**config.mk**
```make
export PLATFORM = sky130hd
export DESIGN_NAME = pipe_stage_reg
export DESIGN_NICKNAME = d
export VERILOG_FILES = /design/src/rtl/pipe_pkg.sv /design/src/rtl/fwd_select.sv /design/src/rtl/pipe_stage_reg.sv
export SDC_FILE = /design/constraint.sdc
export NUM_CORES = 1
export LEC_CHECK = 0
export ABC_AREA = 1
export CAP_MARGIN = 15
export CORE_AREA = 2 2 156 158
export DETAILED_ROUTE_END_ITERATION = 7
export DIE_AREA = 0 0 158 160
export PLACE_DENSITY = 0.73
export SLEW_MARGIN = 20
export SYNTH_ARGS = -nofsm -noshare
export SYNTH_HDL_FRONTEND = slang
export SYNTH_SLANG_ARGS = --single-unit
export TNS_END_PERCENT = 1
```
**constraint.sdc**
```tcl
create_clock -name clk -period 7.35 [get_ports clk]
set_input_delay 1.47 -clock clk [delete_from_list [all_inputs] [get_ports clk]]
set_output_delay 1.47 -clock clk [all_outputs]
set_load 0.02 [all_outputs]
```
**src/rtl/pipe_pkg.sv**
```systemverilog
// Shared pipeline definitions: default widths, bubble encoding and control-bundle field offsets.
package pipe_pkg;

  localparam int DEF_CTRL_W = 12;
  localparam int DEF_DATA_W = 32;
  localparam int DEF_REG_AW = 5;

  // An all-zero control bundle does nothing: no write, no memory access, no branch.
  localparam logic [DEF_CTRL_W-1:0] CTRL_BUBBLE = '0;

  localparam int CTRL_BRANCH     = 0;
  localparam int CTRL_MEMREAD    = 1;
  localparam int CTRL_MEMTOREG   = 2;
  localparam int CTRL_ALUOP_LSB  = 3;
  localparam int CTRL_ALUOP_W    = 4;
  localparam int CTRL_MEMWRITE   = 7;
  localparam int CTRL_ALUSRC     = 8;
  localparam int CTRL_REGWRITE   = 9;
  localparam int CTRL_UNCOND_JMP = 10;

endpackage

```
**src/rtl/fwd_select.sv**
```systemverilog
// Combinational priority matcher: picks the youngest forwarding port writing the given register.
module fwd_select
  import pipe_pkg::*;
#(
  parameter int DATA_W = DEF_DATA_W,
  parameter int REG_AW = DEF_REG_AW,
  parameter int NFWD   = 2
) (
  input  logic [REG_AW-1:0]      addr,
  input  logic [NFWD-1:0]        fwd_valid,
  input  logic [NFWD-1:0]        fwd_pending,
  input  logic [NFWD*REG_AW-1:0] fwd_rd,
  input  logic [NFWD*DATA_W-1:0] fwd_data,
  output logic                   hit,
  output logic [DATA_W-1:0]      data
);

  logic match;
  logic pend;

  // Scan oldest to youngest so the lowest matching index is the one left standing;
  // a pending youngest match blocks older ports rather than falling through.
  always_comb begin
    match = 1'b0;
    pend  = 1'b0;
    data  = '0;
    for (int j = NFWD - 1; j >= 0; j--) begin
      if (fwd_valid[j] && (fwd_rd[j*REG_AW +: REG_AW] == addr)) begin
        match = 1'b1;
        pend  = fwd_pending[j];
        data  = fwd_data[j*DATA_W +: DATA_W];
      end
    end
    hit = match && !pend && (addr != '0);
  end

endmodule

```
**src/rtl/pipe_stage_reg.sv**
```systemverilog
// Inter-stage pipeline register with valid bit, stall hold, flush-to-bubble and
// operand refresh from forwarding ports while the held instruction waits.
module pipe_stage_reg
  import pipe_pkg::*;
#(
  parameter int CTRL_W      = DEF_CTRL_W,
  parameter int DATA_W      = DEF_DATA_W,
  parameter int REG_AW      = DEF_REG_AW,
  parameter int NSRC        = 2,
  parameter int NFWD        = 2,
  parameter int STALL_CNT_W = 4
) (
  input  logic                    clk,
  input  logic                    reset,
  input  logic                    stall,
  input  logic                    flush,
  input  logic                    in_valid,
  input  logic [CTRL_W-1:0]       in_ctrl,
  input  logic [DATA_W-1:0]       in_pc,
  input  logic [DATA_W-1:0]       in_imme,
  input  logic [REG_AW-1:0]       in_rd,
  input  logic [NSRC*REG_AW-1:0]  in_src_addr,
  input  logic [NSRC*DATA_W-1:0]  in_src_data,
  input  logic [NFWD-1:0]         fwd_valid,
  input  logic [NFWD-1:0]         fwd_pending,
  input  logic [NFWD*REG_AW-1:0]  fwd_rd,
  input  logic [NFWD*DATA_W-1:0]  fwd_data,
  output logic                    out_valid,
  output logic [CTRL_W-1:0]       out_ctrl,
  output logic [DATA_W-1:0]       out_pc,
  output logic [DATA_W-1:0]       out_imme,
  output logic [REG_AW-1:0]       out_rd,
  output logic [NSRC*REG_AW-1:0]  out_src_addr,
  output logic [NSRC*DATA_W-1:0]  out_src_data,
  output logic [NSRC-1:0]         out_src_fresh,
  output logic [STALL_CNT_W-1:0]  out_stall_cycles
);

  function automatic logic [STALL_CNT_W-1:0] sat_inc(input logic [STALL_CNT_W-1:0] v);
    return (&v) ? v : v + STALL_CNT_W'(1);
  endfunction

  logic                   vld_p1;
  logic [CTRL_W-1:0]      ctrl_p1;
  logic [DATA_W-1:0]      pc_p1;
  logic [DATA_W-1:0]      imme_p1;
  logic [REG_AW-1:0]      rd_p1;
  logic [NSRC*REG_AW-1:0] src_addr_p1;
  logic [NSRC*DATA_W-1:0] src_data_p1;
  logic [NSRC-1:0]        fresh_p1;
  logic [STALL_CNT_W-1:0] stall_cnt_p1;

  logic [NSRC-1:0]        fwd_hit;
  logic [NSRC*DATA_W-1:0] fwd_val;

  // Matchers look at the held source addresses, since refresh only happens while holding.
  for (genvar i = 0; i < NSRC; i++) begin : g_src
    fwd_select #(
      .DATA_W (DATA_W),
      .REG_AW (REG_AW),
      .NFWD   (NFWD)
    ) u_fwd_select (
      .addr        (src_addr_p1[i*REG_AW +: REG_AW]),
      .fwd_valid   (fwd_valid),
      .fwd_pending (fwd_pending),
      .fwd_rd      (fwd_rd),
      .fwd_data    (fwd_data),
      .hit         (fwd_hit[i]),
      .data        (fwd_val[i*DATA_W +: DATA_W])
    );
  end

  // Stage p1 boundary: reset > flush > stall > load
  always_ff @(posedge clk or posedge reset) begin
    if (reset) begin
      vld_p1       <= 1'b0;
      ctrl_p1      <= '0;
      pc_p1        <= '0;
      imme_p1      <= '0;
      rd_p1        <= '0;
      src_addr_p1  <= '0;
      src_data_p1  <= '0;
      fresh_p1     <= '0;
      stall_cnt_p1 <= '0;
    end else if (flush) begin
      vld_p1       <= 1'b0;
      ctrl_p1      <= CTRL_W'(CTRL_BUBBLE);
      fresh_p1     <= '0;
      stall_cnt_p1 <= '0;
    end else if (stall) begin
      if (vld_p1) begin
        stall_cnt_p1 <= sat_inc(stall_cnt_p1);
        for (int i = 0; i < NSRC; i++) begin
          if (fwd_hit[i]) begin
            src_data_p1[i*DATA_W +: DATA_W] <= fwd_val[i*DATA_W +: DATA_W];
            fresh_p1[i]                     <= 1'b1;
          end
        end
      end
    end else begin
      vld_p1       <= in_valid;
      ctrl_p1      <= in_ctrl;
      pc_p1        <= in_pc;
      imme_p1      <= in_imme;
      rd_p1        <= in_rd;
      src_addr_p1  <= in_src_addr;
      src_data_p1  <= in_src_data;
      fresh_p1     <= '0;
      stall_cnt_p1 <= '0;
    end
  end

  assign out_valid        = vld_p1;
  assign out_ctrl         = ctrl_p1;
  assign out_pc           = pc_p1;
  assign out_imme         = imme_p1;
  assign out_rd           = rd_p1;
  assign out_src_addr     = src_addr_p1;
  assign out_src_data     = src_data_p1;
  assign out_src_fresh    = fresh_p1;
  assign out_stall_cycles = stall_cnt_p1;

endmodule

```
==> flow_summary.ini, run 1 <==
[worst_setup_path]
cp_top_family = simple AND/OR/NAND/NOR gates
path_cells = clkdlybuf4s50_1 -> inv_1 -> nand2_1 -> nand2_1 -> nor2_1 -> nand3_2 -> nand2_1 -> nand2_2 -> nand2_2 -> nand2_2 -> nand2_1 -> nand2_1
cpPeakStageDelay_ns = 0.58
cp-startpoint = fwd_rd[4]
path_buf_inv = 2
critPathKind = input port to register
critical_path.slowest_cell = nand3_2
rr_startpoint = out_src_addr[4]
worstSetupEndpointType = register
crit_path_frequent_cell = nand2_1
worstPathArrival_ns = 4.65
cp.required_ns = 7.65
worst-path-max-fanout = 34
cp-start-kind = input port

[routing]
drtPass1Iterations = 7
first_iter_violations = 787
drtAntennaViolNets = 0
route.detailed.drc = 0
vias = 9737
routed_via_density = 5.05
routed_wl_mm = 33.2
wire_per_inst_um = 17.2

[timing]
worstMarginPinSlew_ns = 1.04
setup_viol = 0
skew_ns = 0.0122
fin_crit_sh_pct = 59.2
period_needed_ns = 4.35
timing.final.ws_setup_ns = 3.00
timing.setup.tns_ns = 0
hold_viol = 0
rsz0062_at_grt = false
relSlewSlack_pct = 30.8
fmax_ghz = 0.230
slew_violations = 0

[cts]
clk_pin_slew_ns = 0.07
cts_sinks = 162
root_buffer = clkbuf_16
cts_buffers = 17
cts_resized = 0
clk_latency_ns = 0.43
cts_max_level = 4
clock_path_buffers = 2
cts_hold_buf = 0
cts_setup_buffers = 0
tritoncts = yes

[placement]
dpl_cell_area_um2 = 12900
place_congestion = 0.934
numPlacedInstances = 1896
io_buffers = 399
place_ws_ns = 2.53
dpl.hpwl_mm = 23.5

[finish]
final_area_um2 = 13500
utilization_pct = 56.5
syn_to_final_growth_pct = 54.9
final_layout_size_suffix_gt1_share_pct = 4.86
nNetsFinal = 1830
instances_no_fill = 1928
antenna_cells = 0

[global_route]
grt_pass1_wl_mm = 51.6
grt_usage_pct = 26.2
antenna_found_initial = 1
grt_max_degree = 105
grt_pass1_vias = 9532
grt_overflow = 0

[synth]
synth-main-ff-cell = dfrtp_1
synth_cell_types = 25
synth_area_leaders = dfrtp_1 (47%), nand2_1 (26%), nand3_1 (15%), inv_1 (2.2%), buf_2 (1.7%)
synth_area_leader_cell = dfrtp_1
synth_edf_count = 0
yosysTopAreaCellShare_pct = 46.6
ys_async_sr_fraction_pct = 100
yosysSeqAreaShare_pct = 46.6
syn_area_per_cell_um2 = 7.00
synth.net_count = 1480
synth_warnings = 0
synthTopCellsByCount = nand2_1 (598), nand3_1 (264), dfrtp_1 (162), inv_1 (50), clkbuf_1 (38)
synth.most_common_cell = nand2_1
syn-cell-area_um2 = 8690
ys_ff_latch = 162
syn_inst = 1241

[power]
p_per_area_nw_per_um2 = 206
seqPwrFrac_pct = 38.1
switching_share_pct = 34.3
power.leakage_nw = 6.79
p_sw_uw = 955
pwr-share-clk_pct = 32.6
peakVddDrop_mv = 0.123
internal-power_mw = 1.83
p_comb_share_pct = 29.3

[hold_path]
hp-start = out_pc[22]
hp-class = register to register

[floorplan]
ios = 400
dieWidth_um = 158
start_util_pct = 36.5
core-area_um2 = 23800
fp.dieH_um = 160
rows = 57
dieArea_um2 = 25300

[status]
status = complete, no violations

[job]
drv_cap = 0
worst paths after layout:
check / to / slack [ns] / depth (start not counted)
setup / recovery: out_src_data[5] / 3.00 / 12
setup reg to reg: out_src_data[5] / 4.15 / 11
hold / removal: out_pc[22] / 0.47 / 2
max in group asynchronous: out_src_data[38] / 4.41 / 3
min in group asynchronous: out_imme[29] / 1.61 / 2
hold reg to reg: out_pc[22] / 0.47 / 2
cells in the final DEF, fill, tap and decap left out, types with 6 or more instances in the layout:
master	count
nor2_1	20
o21ai_0	12
inv_1	47
nand2_1	598
a21oi_1	6
inv_2	13
clkbuf_16	17
buf_4	14
dfrtp_1	162
nand3_1	264
a22o_1	13
clkdlybuf4s50_1	398
flip-flops by register name, indices dropped and copies added (netlist names):
| signal | flops |
|---|---|
| out_src_fresh | 2 |
| out_ctrl | 12 |
| out_src_data | 64 |
| out_pc | 32 |
| out_imme | 32 |
| out_src_addr | 10 |
| out_stall_cycles | 4 |
| out_valid | 1 |
| out_rd | 5 |
worst register-to-register path, delay by kind of cell, from the launching register on:
| family | cells | cell delay, ns |
|---|---|---|
| buffers and inverters | 1 | 0.06 |
| and+or+nand+nor | 10 | 2.60 |
| DFF | 1 | 0.43 |
kinds of logic (layout without fill, tap and decap cells):
| logic type | count (synthesis) | after routing | synth area share, % |
|---|---|---|---|
| buffers and inverters | 144 | 507 | 7.04 |
| adder cells (fa/ha/maj) | 1 | 1 | 0.144 |
| AO/OA/AOI/OAI | 32 | 32 | 2.42 |
| AND/OR/NAND/NOR | 902 | 902 | 43.8 |
| flip-flops | 162 | 162 | 46.6 |
area by class of cell:
| type | instances | area [um2] |
|---|---|---|
| fill | 2265 | 10400 |
| timing repair buffer | 413 | 4090 |
| multi-input combinational | 935 | 4070 |
| sequential | 162 | 4050 |
| clock buffer | 18 | 439 |
| tap | 324 | 405 |
| inverter | 62 | 240 |
| clock inverter | 14 | 160 |
power by group through the flow:
stage / clock [mW] / combinational [mW] / sequential [mW]
after floorplan: 0 / 0.250 / 1.19
after global placement: 0 / 0.809 / 1.07
after detailed placement: 0 / 0.815 / 1.07
after CTS: 0.927 / 0.818 / 1.06
after global routing: 0.970 / 0.875 / 1.07
final: 0.906 / 0.814 / 1.06
metal layers:
layer | up-vias | GRT usage (%) | wire length, um
met2 | 588 | 42.4 | 15400
met3 | 90 | 7.16 | 3550
met1 | 4414 | 32.2 | 12800
li1 | 4643 | - | -
met4 | 2 | 13.0 | 1490
met5 | - | 0 | 13
per-stage QoR:
step | total power, mW | hold WS [ns]
final | 2.78 | 0.471
after global routing | 2.92 | 0.494
after CTS | 2.80 | 0.475
after detailed placement | 1.89 | 0.458
after global placement | 1.88 | 0.453
after floorplan | 1.44 | 0.577
Power figures use the tool's default switching activity.
==> run 2: changes to the inputs <==
==> constraint.sdc (replaced) <==
create_clock -name clk -period 4.6 [get_ports clk]
set_input_delay 0.92 -clock clk [delete_from_list [all_inputs] [get_ports clk]]
set_output_delay 0.92 -clock clk [all_outputs]
set_load 0.02 [all_outputs]
==> flow_summary.ini, run 2 (same netlist as run 1, synthesis figures left out) <==
[floorplan]
dieArea_um2 = 25300
ios = 400
fp.dieH_um = 160
core-area_um2 = 23800
start_util_pct = 36.5
rows = 57
dieWidth_um = 158

[global_route]
grt_overflow = 0
grt_pass1_wl_mm = 51.8
grt_pass1_vias = 9420
grt_usage_pct = 26.3
grt_max_degree = 103
antenna_found_initial = 0

[finish]
utilization_pct = 56.8
num-fill-cells = 2256
final_common_cell = nand2_1
antenna_cells = 0
final_area_um2 = 13500
final_layout_size_suffix_gt1_share_pct = 5.16
final_cell_mix = nand2_1 (598), clkdlybuf4s50_1 (398), nand3_1 (264)
largest_reg_flops = 64
nNetsFinal = 1835
syn_to_final_growth_pct = 55.7

[worst_setup_path]
worst-path-max-fanout = 34
crit_end = out_src_data[42]
ff2ff_setup_slack_ns = 2.03
cp-startpoint = fwd_rd[2]
cp-start-kind = input port
r2r_end = out_src_data[42]
cp.required_ns = 4.90
critPathKind = input port to register
rr_startpoint = out_src_addr[7]
worstSetupEndpointType = register
rr_worst_depth = 13
worstPathArrival_ns = 3.40

[placement]
io_buffers = 399
dpl.hpwl_mm = 24.0
place_congestion = 0.861
place_ws_ns = 1.11
dpl_cell_area_um2 = 12900

[timing]
whs_ns = 0.471
worstMarginPinSlew_ns = 1.01
slew_violations = 0
timing.final.ws_setup_ns = 1.51
fin_crit_sh_pct = 67.3
rsz0062_at_grt = false
period_needed_ns = 3.09
setup_viol = 0
fmax_ghz = 0.323
skew_ns = 0.0105
timing.setup.tns_ns = 0
relSlewSlack_pct = 32.7
hold_viol = 0

[routing]
routed_via_density = 5.03
drtAntennaViolNets = 0
drtPass1Iterations = 5
route.detailed.drc = 0
vias = 9730
wire_per_inst_um = 17.5
routed_wl_mm = 33.7
first_iter_violations = 766

[cts]
clock_path_buffers = 2
cts_resized = 0
root_buffer = clkbuf_16
cts_setup_buffers = 0
cts_sinks = 162
cts_hold_buf = 0
cts_max_level = 4
cts_buffers = 17
clk_latency_ns = 0.42
tritoncts = yes
clk_pin_slew_ns = 0.07

[power]
peakVddDrop_mv = 0.200
power.leakage_nw = 6.82
p_per_area_nw_per_um2 = 329

[job]
drv_cap = 0

[hold_path]
hp-class = register to register

[status]
status = complete, no violations
==> run 2: layout make-up <==
class | count | area, um2 | area share [%]
Timing Repair Buffer | 418 | 4170 | 30.8
Multi-Input combinational cell | 935 | 4070 | 30.1
Sequential cell | 162 | 4050 | 30.0
Clock buffer | 18 | 439 | 3.24
Tap cell | 324 | 405 | 3.00
Inverter | 62 | 240 | 1.77
Clock inverter | 14 | 158 | 1.16
==> run 2: stage by stage <==
| step | power, mW | cells |
|---|---|---|
| finish | 4.46 | 1933 |
| global route | 4.66 | 1933 |
| CTS | 4.48 | 1932 |
| detailed placement | 3.03 | 1900 |
| global placement | 3.01 | 1900 |
| floorplan | 2.30 | 1241 |
==> run 2: worst min-delay path by stage <==
stage,startpoint,endpoint,slack (ns),cells past startpoint
3_5_place_dp,out_pc[15],out_pc[15],0.46,2
2_1_floorplan,out_src_data[32],out_src_data[32],0.58,2
5_1_grt,out_pc[1],out_pc[1],0.49,2
6_report,out_pc[15],out_pc[15],0.47,2
4_1_cts,out_pc[15],out_pc[15],0.47,2
3_3_place_gp,out_imme[12],out_imme[12],0.45,2
==> run 2: metal layers <==
layer	part of all wire (%)	GRT usage, %	vias to the layer above
met5	0	0	-
met4	2.7	9.42	0
met3	10	7.44	63
met2	48	44.3	566
met1	38	32.2	4452
li1	-	-	4649
==> run 2: power by group <==
part	total [mW]	switching [mW]	leakage [nW]	internal [mW]
Combinational	1.31	0.716	4.46	0.593
Clock	1.45	0.706	0.294	0.747
Sequential	1.69	0.110	2.07	1.58
Total	4.46	1.53	6.82	2.92
==> run 2: critical path: stages <==
cell             delay [ns]
clkdlybuf4s50_1        0.48
nor2_1                 0.25
nor2_1                 0.09
nand3_2                0.07
buf_4                  0.34
nor2_1                 0.07
nor2_1                 0.10
nand2_1                0.09
nand2_2                0.06
buf_4                  0.36
nand2_4                0.32
nand2_1                0.14
nand2_1                0.06
==> run 3: changes to the inputs <==
--- a/config.mk
+++ b/config.mk
@@ -7,10 +7,10 @@
 export LEC_CHECK = 0
 export ABC_AREA = 1
 export CAP_MARGIN = 15
-export CORE_AREA = 2 2 156 158
+export CORE_AREA = 2 2 155 157
 export DETAILED_ROUTE_END_ITERATION = 7
-export DIE_AREA = 0 0 158 160
-export PLACE_DENSITY = 0.73
+export DIE_AREA = 0 0 157 159
+export PLACE_DENSITY = 0.76
 export SLEW_MARGIN = 20
 export SYNTH_ARGS = -nofsm -noshare
 export SYNTH_HDL_FRONTEND = slang
==> constraint.sdc (replaced) <==
create_clock -name clk -period 2.65 [get_ports clk]
set_input_delay 0.53 -clock clk [delete_from_list [all_inputs] [get_ports clk]]
set_output_delay 0.53 -clock clk [all_outputs]
set_load 0.02 [all_outputs]
==> flow_summary.ini, run 3 (same netlist as run 1, synthesis figures left out) <==
[status]
status = complete, no violations

[timing]
period_needed_ns = 2.09
relSlewSlack_pct = 54.5
skew_ns = 0.0132
hold_viol = 0
fin_crit_sh_pct = 79.0
rsz0062_at_grt = false
worstMarginPinSlew_ns = 0.682
timing.setup.tns_ns = 0
slew_violations = 0
fmax_ghz = 0.478
setup_viol = 0
timing.final.ws_setup_ns = 0.557

[power]
power.leakage_nw = 6.87
switching_share_pct = 34.6
p_comb_share_pct = 29.9
p_per_area_nw_per_um2 = 569
seqPwrFrac_pct = 38.0
p_sw_mw = 2.68
pwr-share-clk_pct = 32.1
peakVddDrop_mv = 0.450
internal-power_mw = 5.08

[floorplan]
start_util_pct = 37.5
rows = 56
dieArea_um2 = 25000
fp.dieH_um = 159
ios = 400
dieWidth_um = 157
core-area_um2 = 23200

[worst_setup_path]
cp-start-kind = register
worstSetupEndpointType = output pin
worst-path-max-fanout = 6
worstPathArrival_ns = 1.56
cp_top_family = buffers and inverters
path_cells = clkdlybuf4s50_1
cp.required_ns = 2.12
critical_path.slowest_cell = clkdlybuf4s50_1
cpPeakStageDelay_ns = 0.67
path_buf_inv = 1
critPathKind = register to output pin

[placement]
place_congestion = 0.902
place_ws_ns = 0.175
io_buffers = 399
dpl.hpwl_mm = 24.0
numPlacedInstances = 1902

[finish]
nNetsFinal = 1841
instances_no_fill = 1937
final_common_cell = nand2_1
final_layout_size_suffix_gt1_share_pct = 5.45
syn_to_final_growth_pct = 57.0
final_cell_mix = nand2_1 (598), clkdlybuf4s50_1 (398), nand3_1 (264)
largest_reg_flops = 64

[routing]
drtAntennaViolNets = 0
wire_per_inst_um = 17.7
route.detailed.drc = 0
drtPass1Iterations = 5
routed_wl_mm = 34.3
vias = 9879
routed_via_density = 5.10
first_iter_violations = 731

[cts]
cts_sinks = 162
root_buffer = clkbuf_16
cts_resized = 0
cts_setup_buffers = 0
clk_latency_ns = 0.43
clk_pin_slew_ns = 0.08
clock_path_buffers = 2
cts_buffers = 17
cts_hold_buf = 0
tritoncts = yes
cts_max_level = 4

[global_route]
grt_usage_pct = 27.0
antenna_found_initial = 4
grt_pass1_wl_mm = 53.0
grt_overflow = 0
grt_max_degree = 103
grt_pass1_vias = 9650

[job]
drv_cap = 0

[hold_path]
hp-class = input port to asynchronous set/reset pin
==> run 3: worst reg2reg max path, stage by stage, from the launching register on <==
cell,delay (ns)
dfrtp_1,0.41
inv_2,0.09
nor2_1,0.22
nor2_1,0.10
nand3_2,0.10
nor2_1,0.04
nor2_1,0.08
nand2_1,0.09
nand2_2,0.09
buf_4,0.38
nand3_1,0.18
nand2_1,0.10
==> run 3: power by group through the flow <==
stage	Combinational, mW	Clock (mW)	Sequential, mW
after floorplan	0.695	0	3.30
after global placement	2.31	0	2.98
after detailed placement	2.32	0	2.98
after CTS	2.33	2.53	2.94
after global routing	2.48	2.65	2.98
final	2.32	2.49	2.94
==> run 3: area by class of cell <==
type                       count  area, um2
antenna                        3       7.51
clock buffer                  18        429
clock inverter                14        153
fill                        2115       9550
inverter                      62        239
multi-input combinational    935       4070
sequential                   162       4050
tap                          319        399
timing repair buffer         424       4290
==> run 3: path summary, 6_finish.rpt <==
check                                       from          endpoint  slack (ns)  depth (start not counted)
worst min-delay path                       reset       out_imme[5]        0.47                          2
worst max-delay path                   out_valid         out_valid        0.56                          1
max in group asynchronous                  reset  out_src_data[26]        1.45                          3
min in group clk                out_src_data[22]  out_src_data[22]        0.47                          2
worst max register to register   out_src_addr[7]  out_src_data[43]        0.71                         11
worst min register to register  out_src_data[22]  out_src_data[22]        0.47                          2
==> run 3: through the flow <==
stage                     area, um2  power, mW  utilization [%]  hold slack (ns)
after floorplan                8690       4.00                -            0.577
after global placement        13000       5.29             56.3            0.453
after detailed placement      13100       5.30             56.3            0.457
after CTS                     13600       7.80             58.8            0.473
after global routing          13600       8.11             58.8            0.488
final                         13600       7.76             58.8            0.472
==> run 3: layer usage <==
metal	vias to the layer above	track usage [%]	part of all wire [%]
met4	0	11.1	3.6
met3	81	7.35	11
met5	-	0	0
met2	620	45.2	48
met1	4514	32.8	37
li1	4664	-	-
